==> src/rtl/seg_pkg.sv <==
// Shared types and glyph constants for the 7-segment bus snooper.
// Active-low segment order is {g,f,e,d,c,b,a}.
package seg_pkg;

    typedef logic [6:0] seg_t;

    typedef enum logic [0:0] {
        SCAN = 1'b0,
        HOLD = 1'b1
    } state_t;

    localparam seg_t SEG_BLANK = 7'b1111111;

    localparam seg_t GLYPH_0 = 7'b1000000;
    localparam seg_t GLYPH_1 = 7'b1111001;
    localparam seg_t GLYPH_2 = 7'b0100100;
    localparam seg_t GLYPH_3 = 7'b0110000;
    localparam seg_t GLYPH_4 = 7'b0011001;
    localparam seg_t GLYPH_5 = 7'b0010010;
    localparam seg_t GLYPH_6 = 7'b0000010;
    localparam seg_t GLYPH_7 = 7'b1111000;
    localparam seg_t GLYPH_8 = 7'b0000000;
    localparam seg_t GLYPH_9 = 7'b0010000;
    localparam seg_t GLYPH_A = 7'b0001000;
    localparam seg_t GLYPH_B = 7'b0000011;
    localparam seg_t GLYPH_C = 7'b1000110;
    localparam seg_t GLYPH_D = 7'b0100001;
    localparam seg_t GLYPH_E = 7'b0000110;
    localparam seg_t GLYPH_F = 7'b0001110;

endpackage

==> src/rtl/seg7_decode.sv <==
// Combinational glyph -> nibble decoder; unknown patterns flag err_o.
// Ports: seg_i (active-low pattern), nibble_o, err_o, blank_o.
// With BLANK_DETECT_EN defined, the all-off pattern is a legal blank.
import seg_pkg::*;

module seg7_decode (
    input  seg_t       seg_i,
    output logic [3:0] nibble_o,
    output logic       err_o,
    output logic       blank_o
);

    always_comb begin
        nibble_o = 4'h0;
        err_o    = 1'b0;
        blank_o  = 1'b0;
        case (seg_i)
            GLYPH_0: nibble_o = 4'h0;
            GLYPH_1: nibble_o = 4'h1;
            GLYPH_2: nibble_o = 4'h2;
            GLYPH_3: nibble_o = 4'h3;
            GLYPH_4: nibble_o = 4'h4;
            GLYPH_5: nibble_o = 4'h5;
            GLYPH_6: nibble_o = 4'h6;
            GLYPH_7: nibble_o = 4'h7;
            GLYPH_8: nibble_o = 4'h8;
            GLYPH_9: nibble_o = 4'h9;
            GLYPH_A: nibble_o = 4'hA;
            GLYPH_B: nibble_o = 4'hB;
            GLYPH_C: nibble_o = 4'hC;
            GLYPH_D: nibble_o = 4'hD;
            GLYPH_E: nibble_o = 4'hE;
            GLYPH_F: nibble_o = 4'hF;
            default: err_o    = 1'b1;
        endcase
`ifdef BLANK_DETECT_EN
        if (seg_i == SEG_BLANK) begin
            err_o   = 1'b0;
            blank_o = 1'b1;
        end
`endif
    end

endmodule

==> src/rtl/seg_scan_decoder.sv <==
// Snoops a multiplexed active-low 7-seg bus and rebuilds the hex frame.
// Ports: clk, rst_n (async, active-low), seg_n, dig_sel in;
//        frame_value/err/valid, overrun out; frame_ready in.
// Option: BLANK_DETECT_EN adds frame_blank and accepts 1111111.
import seg_pkg::*;

module seg_scan_decoder #(
    parameter int NUM_DIGITS    = 4,
    parameter int STABLE_CYCLES = 4
) (
    input  logic                    clk,
    input  logic                    rst_n,
    input  logic [6:0]              seg_n,
    input  logic [NUM_DIGITS-1:0]   dig_sel,
    output logic [4*NUM_DIGITS-1:0] frame_value,
    output logic [NUM_DIGITS-1:0]   frame_err,
    output logic                    frame_valid,
    input  logic                    frame_ready,
`ifdef BLANK_DETECT_EN
    output logic [NUM_DIGITS-1:0]   frame_blank,
`endif
    output logic                    overrun
);

    localparam int CW = $clog2(STABLE_CYCLES + 1);
    localparam logic [CW-1:0] CNT_MAX = CW'(STABLE_CYCLES);

    seg_t                    r_seg_q, p_seg_q;
    logic [NUM_DIGITS-1:0]   r_dig_q, p_dig_q;
    logic [CW-1:0]           cnt_q, cnt_d;
    logic                    done_q, done_d;
    logic [NUM_DIGITS-1:0]   mask_q, mask_d;
    logic [4*NUM_DIGITS-1:0] sh_val_q, sh_val_d;
    logic [NUM_DIGITS-1:0]   sh_err_q, sh_err_d;
    logic [4*NUM_DIGITS-1:0] val_q, val_d;
    logic [NUM_DIGITS-1:0]   err_q, err_d;
    state_t                  state_q, state_d;
    logic                    ovr_q, ovr_d;

    logic                    onehot, dig_chg, smp_chg;
    logic                    accept, publish, load;
    logic [NUM_DIGITS-1:0]   acc_bits;
    logic [3:0]              dec_nib;
    logic                    dec_err;

`ifdef BLANK_DETECT_EN
    logic                    dec_blank;
    logic [NUM_DIGITS-1:0]   sh_blk_q, sh_blk_d;
    logic [NUM_DIGITS-1:0]   blk_q, blk_d;
`endif

    seg7_decode u_dec (
        .seg_i    (r_seg_q),
        .nibble_o (dec_nib),
        .err_o    (dec_err),
`ifdef BLANK_DETECT_EN
        .blank_o  (dec_blank)
`else
        .blank_o  ()
`endif
    );

    // Stability tracking and once-per-selection acceptance.
    always_comb begin
        onehot  = $onehot(r_dig_q);
        dig_chg = (r_dig_q != p_dig_q);
        smp_chg = dig_chg || (r_seg_q != p_seg_q);
        cnt_d   = cnt_q;
        if (!onehot) begin
            cnt_d = '0;
        end else if (smp_chg) begin
            cnt_d = CW'(1);
        end else if (cnt_q != CNT_MAX) begin
            cnt_d = cnt_q + CW'(1);
        end
        // done_q only blocks while the same digit stays selected
        accept   = onehot && (cnt_d == CNT_MAX)
                   && !(done_q && !dig_chg);
        done_d   = accept || (done_q && !dig_chg);
        acc_bits = accept ? r_dig_q : '0;
        publish  = &mask_q;
        mask_d   = (publish ? '0 : mask_q) | acc_bits;
    end

    always_comb begin
        sh_val_d = sh_val_q;
        sh_err_d = sh_err_q;
`ifdef BLANK_DETECT_EN
        sh_blk_d = sh_blk_q;
`endif
        for (int i = 0; i < NUM_DIGITS; i++) begin
            if (acc_bits[i]) begin
                sh_val_d[4*i +: 4] = dec_nib;
                sh_err_d[i]        = dec_err;
`ifdef BLANK_DETECT_EN
                sh_blk_d[i]        = dec_blank;
`endif
            end
        end
    end

    // Output FSM: a publish in HOLD either replaces the frame
    // (consumer taking the old one this cycle) or is dropped.
    always_comb begin
        state_d = state_q;
        ovr_d   = 1'b0;
        load    = 1'b0;
        unique case (state_q)
            SCAN: begin
                if (publish) begin
                    load    = 1'b1;
                    state_d = HOLD;
                end
            end
            HOLD: begin
                if (publish) begin
                    if (frame_ready) load  = 1'b1;
                    else             ovr_d = 1'b1;
                end else if (frame_ready) begin
                    state_d = SCAN;
                end
            end
            default: state_d = SCAN;
        endcase
        val_d = load ? sh_val_q : val_q;
        err_d = load ? sh_err_q : err_q;
`ifdef BLANK_DETECT_EN
        blk_d = load ? sh_blk_q : blk_q;
`endif
    end

    always_ff @(posedge clk or negedge rst_n) begin
        if (!rst_n) begin
            r_seg_q  <= '0;
            p_seg_q  <= '0;
            r_dig_q  <= '0;
            p_dig_q  <= '0;
            cnt_q    <= '0;
            done_q   <= 1'b0;
            mask_q   <= '0;
            sh_val_q <= '0;
            sh_err_q <= '0;
            val_q    <= '0;
            err_q    <= '0;
            state_q  <= SCAN;
            ovr_q    <= 1'b0;
        end else begin
            r_seg_q  <= seg_n;
            p_seg_q  <= r_seg_q;
            r_dig_q  <= dig_sel;
            p_dig_q  <= r_dig_q;
            cnt_q    <= cnt_d;
            done_q   <= done_d;
            mask_q   <= mask_d;
            sh_val_q <= sh_val_d;
            sh_err_q <= sh_err_d;
            val_q    <= val_d;
            err_q    <= err_d;
            state_q  <= state_d;
            ovr_q    <= ovr_d;
        end
    end

`ifdef BLANK_DETECT_EN
    always_ff @(posedge clk or negedge rst_n) begin
        if (!rst_n) begin
            sh_blk_q <= '0;
            blk_q    <= '0;
        end else begin
            sh_blk_q <= sh_blk_d;
            blk_q    <= blk_d;
        end
    end

    assign frame_blank = blk_q;
`endif

    assign frame_value = val_q;
    assign frame_err   = err_q;
    assign frame_valid = (state_q == HOLD);
    assign overrun     = ovr_q;

endmodule

==> config.mk <==
export PLATFORM = sky130hd
export DESIGN_NAME = seg_scan_decoder
export DESIGN_NICKNAME = d
export VERILOG_FILES = /design/src/rtl/seg_pkg.sv /design/src/rtl/seg7_decode.sv /design/src/rtl/seg_scan_decoder.sv
export SDC_FILE = /design/constraint.sdc
export NUM_CORES = 1
export LEC_CHECK = 0
export ABC_AREA = 0
export CORE_MARGIN = 1
export CORE_UTILIZATION = 62
export CTS_CLUSTER_SIZE = 8
export DETAILED_ROUTE_END_ITERATION = 16
export DONT_BUFFER_PORTS = 1
export GPL_TIMING_DRIVEN = 0
export PLACE_DENSITY = 0.83
export SYNTH_ARGS = -nofsm -noshare
export SYNTH_HDL_FRONTEND = slang
export SYNTH_HIERARCHICAL = 1
export SYNTH_SLANG_ARGS = --single-unit
export TNS_END_PERCENT = 50
==> constraint.sdc <==
create_clock -name clk -period 3.9 [get_ports clk]
set_input_delay 0.195 -clock clk [delete_from_list [all_inputs] [get_ports clk]]
set_output_delay 0.195 -clock clk [all_outputs]
set_load 0.02 [all_outputs]
# Word level (Yosys, flattened, before mapping)

Index checks and enable logic that the tools add are counted.

Word-level logic and storage cells: 71
Input bits: 14
Output and inout port bits: 22
Flip-flop bits (word level): 72

Muxes and demuxes: 16
Eq/ne operators: 20
Add/sub/neg operators: 4
Reductions and logical operators: 10
Bitwise operators: 2

Operators by type and width:

| operator              | number |
|---|---|
| $pmux W4 S15          | 1 |
| $eq A7 B7 Y1 const B  | 4 |
| $eq A7 B5 Y1 const B  | 3 |
| $eq A7 B6 Y1 const B  | 3 |
| $reduce_or A16 Y1     | 1 |
| $eq A7 B2 Y1 const B  | 2 |
| $eq A7 B4 Y1 const B  | 2 |
| $mux W3               | 3 |
| $mux W1               | 8 |
| $mux W4               | 2 |
| $eq A7 B3 Y1 const B  | 1 |
| $logic_not A7 Y1      | 1 |
| $ne A7 B7 Y1          | 1 |
| $add A1 B1 Y2         | 2 |
| $ne A4 B4 Y1          | 1 |
| $or A4 B4 Y4          | 1 |
| $pmux W1 S2           | 2 |
| $reduce_and A4 Y1     | 1 |
| $add A2 B2 Y3         | 1 |
| $add A3 B1 Y3 const B | 1 |
| $eq A3 B1 Y1 const B  | 1 |
| $eq A3 B3 Y1 const B  | 1 |
| $logic_and A1 B1 Y1   | 3 |
| $ne A3 B3 Y1 const B  | 1 |
| 3 further kinds       | 5 |

# Longest topological paths before layout

Depth after elaboration: 9
Depth in mapped cells: 9
Mapped depth without buffers: 9

# Hierarchy

The synthesis kept the hierarchy.

Modules (own cells, without submodules):

| module           | area each (µm²) | instances | cells an instance |
|---|---|---|---|
| seg_scan_decoder | 2,877.8         | 1         | 179 |
| seg7_decode      | 392.9           | 1         | 65 |

# Worst setup path before layout

OpenSTA, ideal clock, no wires.

Path kind: register to register
From: reg r_dig_q[0]
To: reg sh_val_q[13]
Arrival time: 2,708 ps
Cell stages (with the launch flop): 10
Path buffers: 0
Clock period less this slack: 2,833 ps
Path slack: 1,067 ps
Cells stage by stage: dfrtp_1 > inv_1 > fa_1 > inv_1 > ha_1 > ha_1 > nor3b_2 > o311ai_2 > nor4_4 > mux2_2

Cells in the longest elaborated chain, start to end: 8
Elaborated cells between the ends (all ways): 14
Those cells by class: add/sub: 2; eq/ne: 3; mux: 3; reduce/logical: 6

Ends and longest elaborated chain:

| item                                                                             | RTL line                                       | source |
|---|---|---|
| from (decl)                                                                      | seg_scan_decoder.sv:29                         | `logic [NUM_DIGITS-1:0] r_dig_q, p_dig_q;` |
| from (signal assigned)                                                           | seg_scan_decoder.sv:150                        | `r_dig_q <= dig_sel;` |
| $add A1 B1 Y2 (implied by the code) / $ne A4 B4 Y1 (equally long branches)       | seg_scan_decoder.sv:65, seg_scan_decoder.sv:66 |  |
| $add A2 B2 Y3 (implied by the code) / $logic_or A1 B1 Y1 (equally long branches) | seg_scan_decoder.sv:65, seg_scan_decoder.sv:67 |  |
| $eq A3 B1 Y1 / $mux W3 (equally long branches)                                   | seg_scan_decoder.sv:65, seg_scan_decoder.sv:71 |  |
| $mux W3                                                                          | seg_scan_decoder.sv:69                         | `if (!onehot) begin` |
| $eq A3 B3 Y1                                                                     | seg_scan_decoder.sv:77                         | `accept = onehot && (cnt_d == CNT_MAX)` |
| $logic_and A1 B1 Y1                                                              | seg_scan_decoder.sv:77                         |  |
| $logic_and A1 B1 Y1 (*)                                                          | seg_scan_decoder.sv:78                         | `&& !(done_q && !dig_chg);` |
| $mux W4 (*)                                                                      | seg_scan_decoder.sv:80                         | `acc_bits = accept ? r_dig_q : '0;` |
| to (signal assigned)                                                             | seg_scan_decoder.sv:155                        | `sh_val_q <= sh_val_d;` |
| to (decl)                                                                        | seg_scan_decoder.sv:33                         | `logic [4*NUM_DIGITS-1:0] sh_val_q, sh_val_d;` |

Every way passes the cells marked *; elsewhere a longest branch is shown, timed or not.
A chain may end at the register's enable or synchronous reset.

# Worst setup path after layout

From: reg r_dig_q[0]
To: reg sh_val_q[8]

The elaborated chain is that of the path after synthesis.

==> impl_metrics.csv <==
group,metric,value,unit
run_status,outcome,"complete, no violations",
sta,fin_ws,0.6159,ns
placement,place_hpwl,3.945,mm
synth,ys_warn_count,6,
route,dr.first_iter.drc_count,128,
global_route,overflow,0,
sta,fin_skew,0.01046,ns
global_route,grt_antenna_before_repair,0,
global_route,grt_usage,25.76,%
cells_and_area,layout_commonest_cell,"dfrtp_1",
clocking,worstSkewPairLatency,0.35,ns
route,dr.pass1.iters,4,
worst_setup_path,startpoint_type,"flip-flop",
clocking,cts_tree,"yes",
min_path,hold_path_class,"input port to flip-flop",
clocking,clk_path_buf_depth,2,
clocking,post_cts_buffers,0,
global_route,grt_pass1_wl,10.22,mm
power_and_ir_drop,ir_worst_vdd,261.8,uV
cells_and_area,layout_common_cells,"dfrtp_1, mux2_2, dlygate4sd3_1",
route,drtAntennaViolNets,0,
min_path,hold_depth,2,
cells_and_area,layout.cells.non_filler,341,
placement,post-place-ws,0.6975,ns
cells_and_area,drive_above_1_share,26.57,%
placement,place_inst,312,
floorplan,num_rows,26,
route,wire_per_inst,18.63,um
clocking,cts_sinks,72,
placement,portBuffers,0,
power_and_ir_drop,leakage,1.761,nW
cells_and_area,antenna_cells,0,
sta,finalSetupTns,0,ns
route,vias,2028,
synth,synth_cells,242,
floorplan,die_area,5551,um2
sta,hold_ws,0.06055,ns
worst_setup_path,path_max_fanout,6,
route,vias_per_cell,5.947,
worst_setup_path,critPathArrivalTime,3.53,ns
sta,fin_crit_sh,84.21,%
sta,tightest_slew,0.5868,ns
floorplan,core_area,5075,um2
synth,synth_area,3259,um2
worst_setup_path,worstSetupPathType,"flip-flop to flip-flop",
clocking,cts_made_buffers,9,
worst_setup_path,worstPathRequired,4.14,ns
route,route.detailed.drc,0,
floorplan,die_h,74.51,um
cells_and_area,n_fill_cell,355,
job,maxCapViolations,0,
worst_setup_path,critPathCaptureType,"flip-flop",
sta,hold_viol,0,
clocking,cts-root-buf,"clkbuf_8",
sta,slew_headroom,60.59,%
sta,min_period,3.284,ns
global_route,grt_pass1_vias,2141,
sta,setup_viol,0,
cells_and_area,nets,285,
floorplan,io_pins,36,
placement,gp_congestion,0.8367,
cells_and_area,area_growth,13.97,%
floorplan,die_w,74.51,um
sta,finalMaxSlewViolations,0,
sta,grt_setup_unrepaired,"no",
sta,max_freq,304.5,MHz
power_and_ir_drop,power_density,417.7,nW/um2
floorplan,start_util,64.23,%
global_route,grt_max_degree,73,
synth,avgSynthCellArea,13.47,um2
power_and_ir_drop,power.total,1.552,mW
worst_setup_path,ff2ff_setup_slack,0.62,ns
clocking,path_clk_slew,0.08,ns
clocking,cts_htree_levels,3,
route,wirelength,6.353,mm
worst_setup_path,r2r.worst_path.cells,9,
synth,synthesis.nets,261,
-- path summary, 6_finish.rpt --
check	startpoint	to
worst max-delay path	r_dig_q[0]$_DFF_PN0_	sh_val_q[8]$_DFFE_PN0P_
worst min-delay path	frame_ready	overrun$_DFF_PN0_
worst max register to register	r_dig_q[0]$_DFF_PN0_	sh_val_q[8]$_DFFE_PN0P_
worst min register to register	r_seg_q[2]$_DFF_PN0_	p_seg_q[2]$_DFF_PN0_
max in group asynchronous	rst_n	r_dig_q[2]$_DFF_PN0_
min in group asynchronous	rst_n	frame_value[2]$_DFFE_PN0P_
-- area by class of cell --
type / instances / area [um2] / area share (%)
Inverter: 10 / 37.54 / 1.010
Sequential cell: 72 / 1802 / 48.50
Clock buffer: 10 / 127.6 / 3.435
Buffer: 9 / 42.54 / 1.145
Multi-Input combinational cell: 151 / 1378 / 37.08
Timing Repair Buffer: 13 / 147.6 / 3.974
Tap cell: 70 / 87.58 / 2.358
Clock inverter: 6 / 92.59 / 2.492
-- metrics by stage --
step / util (%) / cell area [um2]
final: 73.20 / 3715
after global routing: 73.20 / 3715
after CTS: 73.20 / 3715
after detailed placement: 65.95 / 3347
after global placement: 65.95 / 3347
after floorplan: - / 3259
-- metal layers --
layer | global-route usage (%) | wire length, um
met3 | 7.588 | 238
met4 | 13.21 | 172
met1 | 30.38 | 2648
met5 | 0 | 0
met2 | 42.84 | 3294
-- worst max-delay path, stage by stage, from the launching register on --
cell      delay [ns]
dfrtp_1         0.43
inv_1           0.09
fa_1            0.54
inv_1           0.04
ha_1            0.18
ha_1            0.31
nor3b_2         0.46
o311ai_2        0.24
nor4_4          0.48
mux2_2          0.41
-- power by group --
part           switching, mW  internal, mW  leakage, nW
Clock                  0.291         0.363        0.103
Combinational         0.0737        0.0496        0.703
Sequential            0.0149         0.759        0.954
-- timing repair --
action	CTS	global route
hold buffers	13	0
resized for setup	0	0
hold endpoints to repair	83	0
-- sequential cells by signal (all words and copies together), names as in the netlist --
name and cells:
r_seg_q 7, frame_value 16, r_dig_q 4, sh_val_q 16, cnt_q 3, frame_err 4, p_seg_q 7, sh_err_q 4
done_q 1, overrun 1, frame_valid 1, p_dig_q 4, mask_q 4
(Power assumes the default switching activity.)
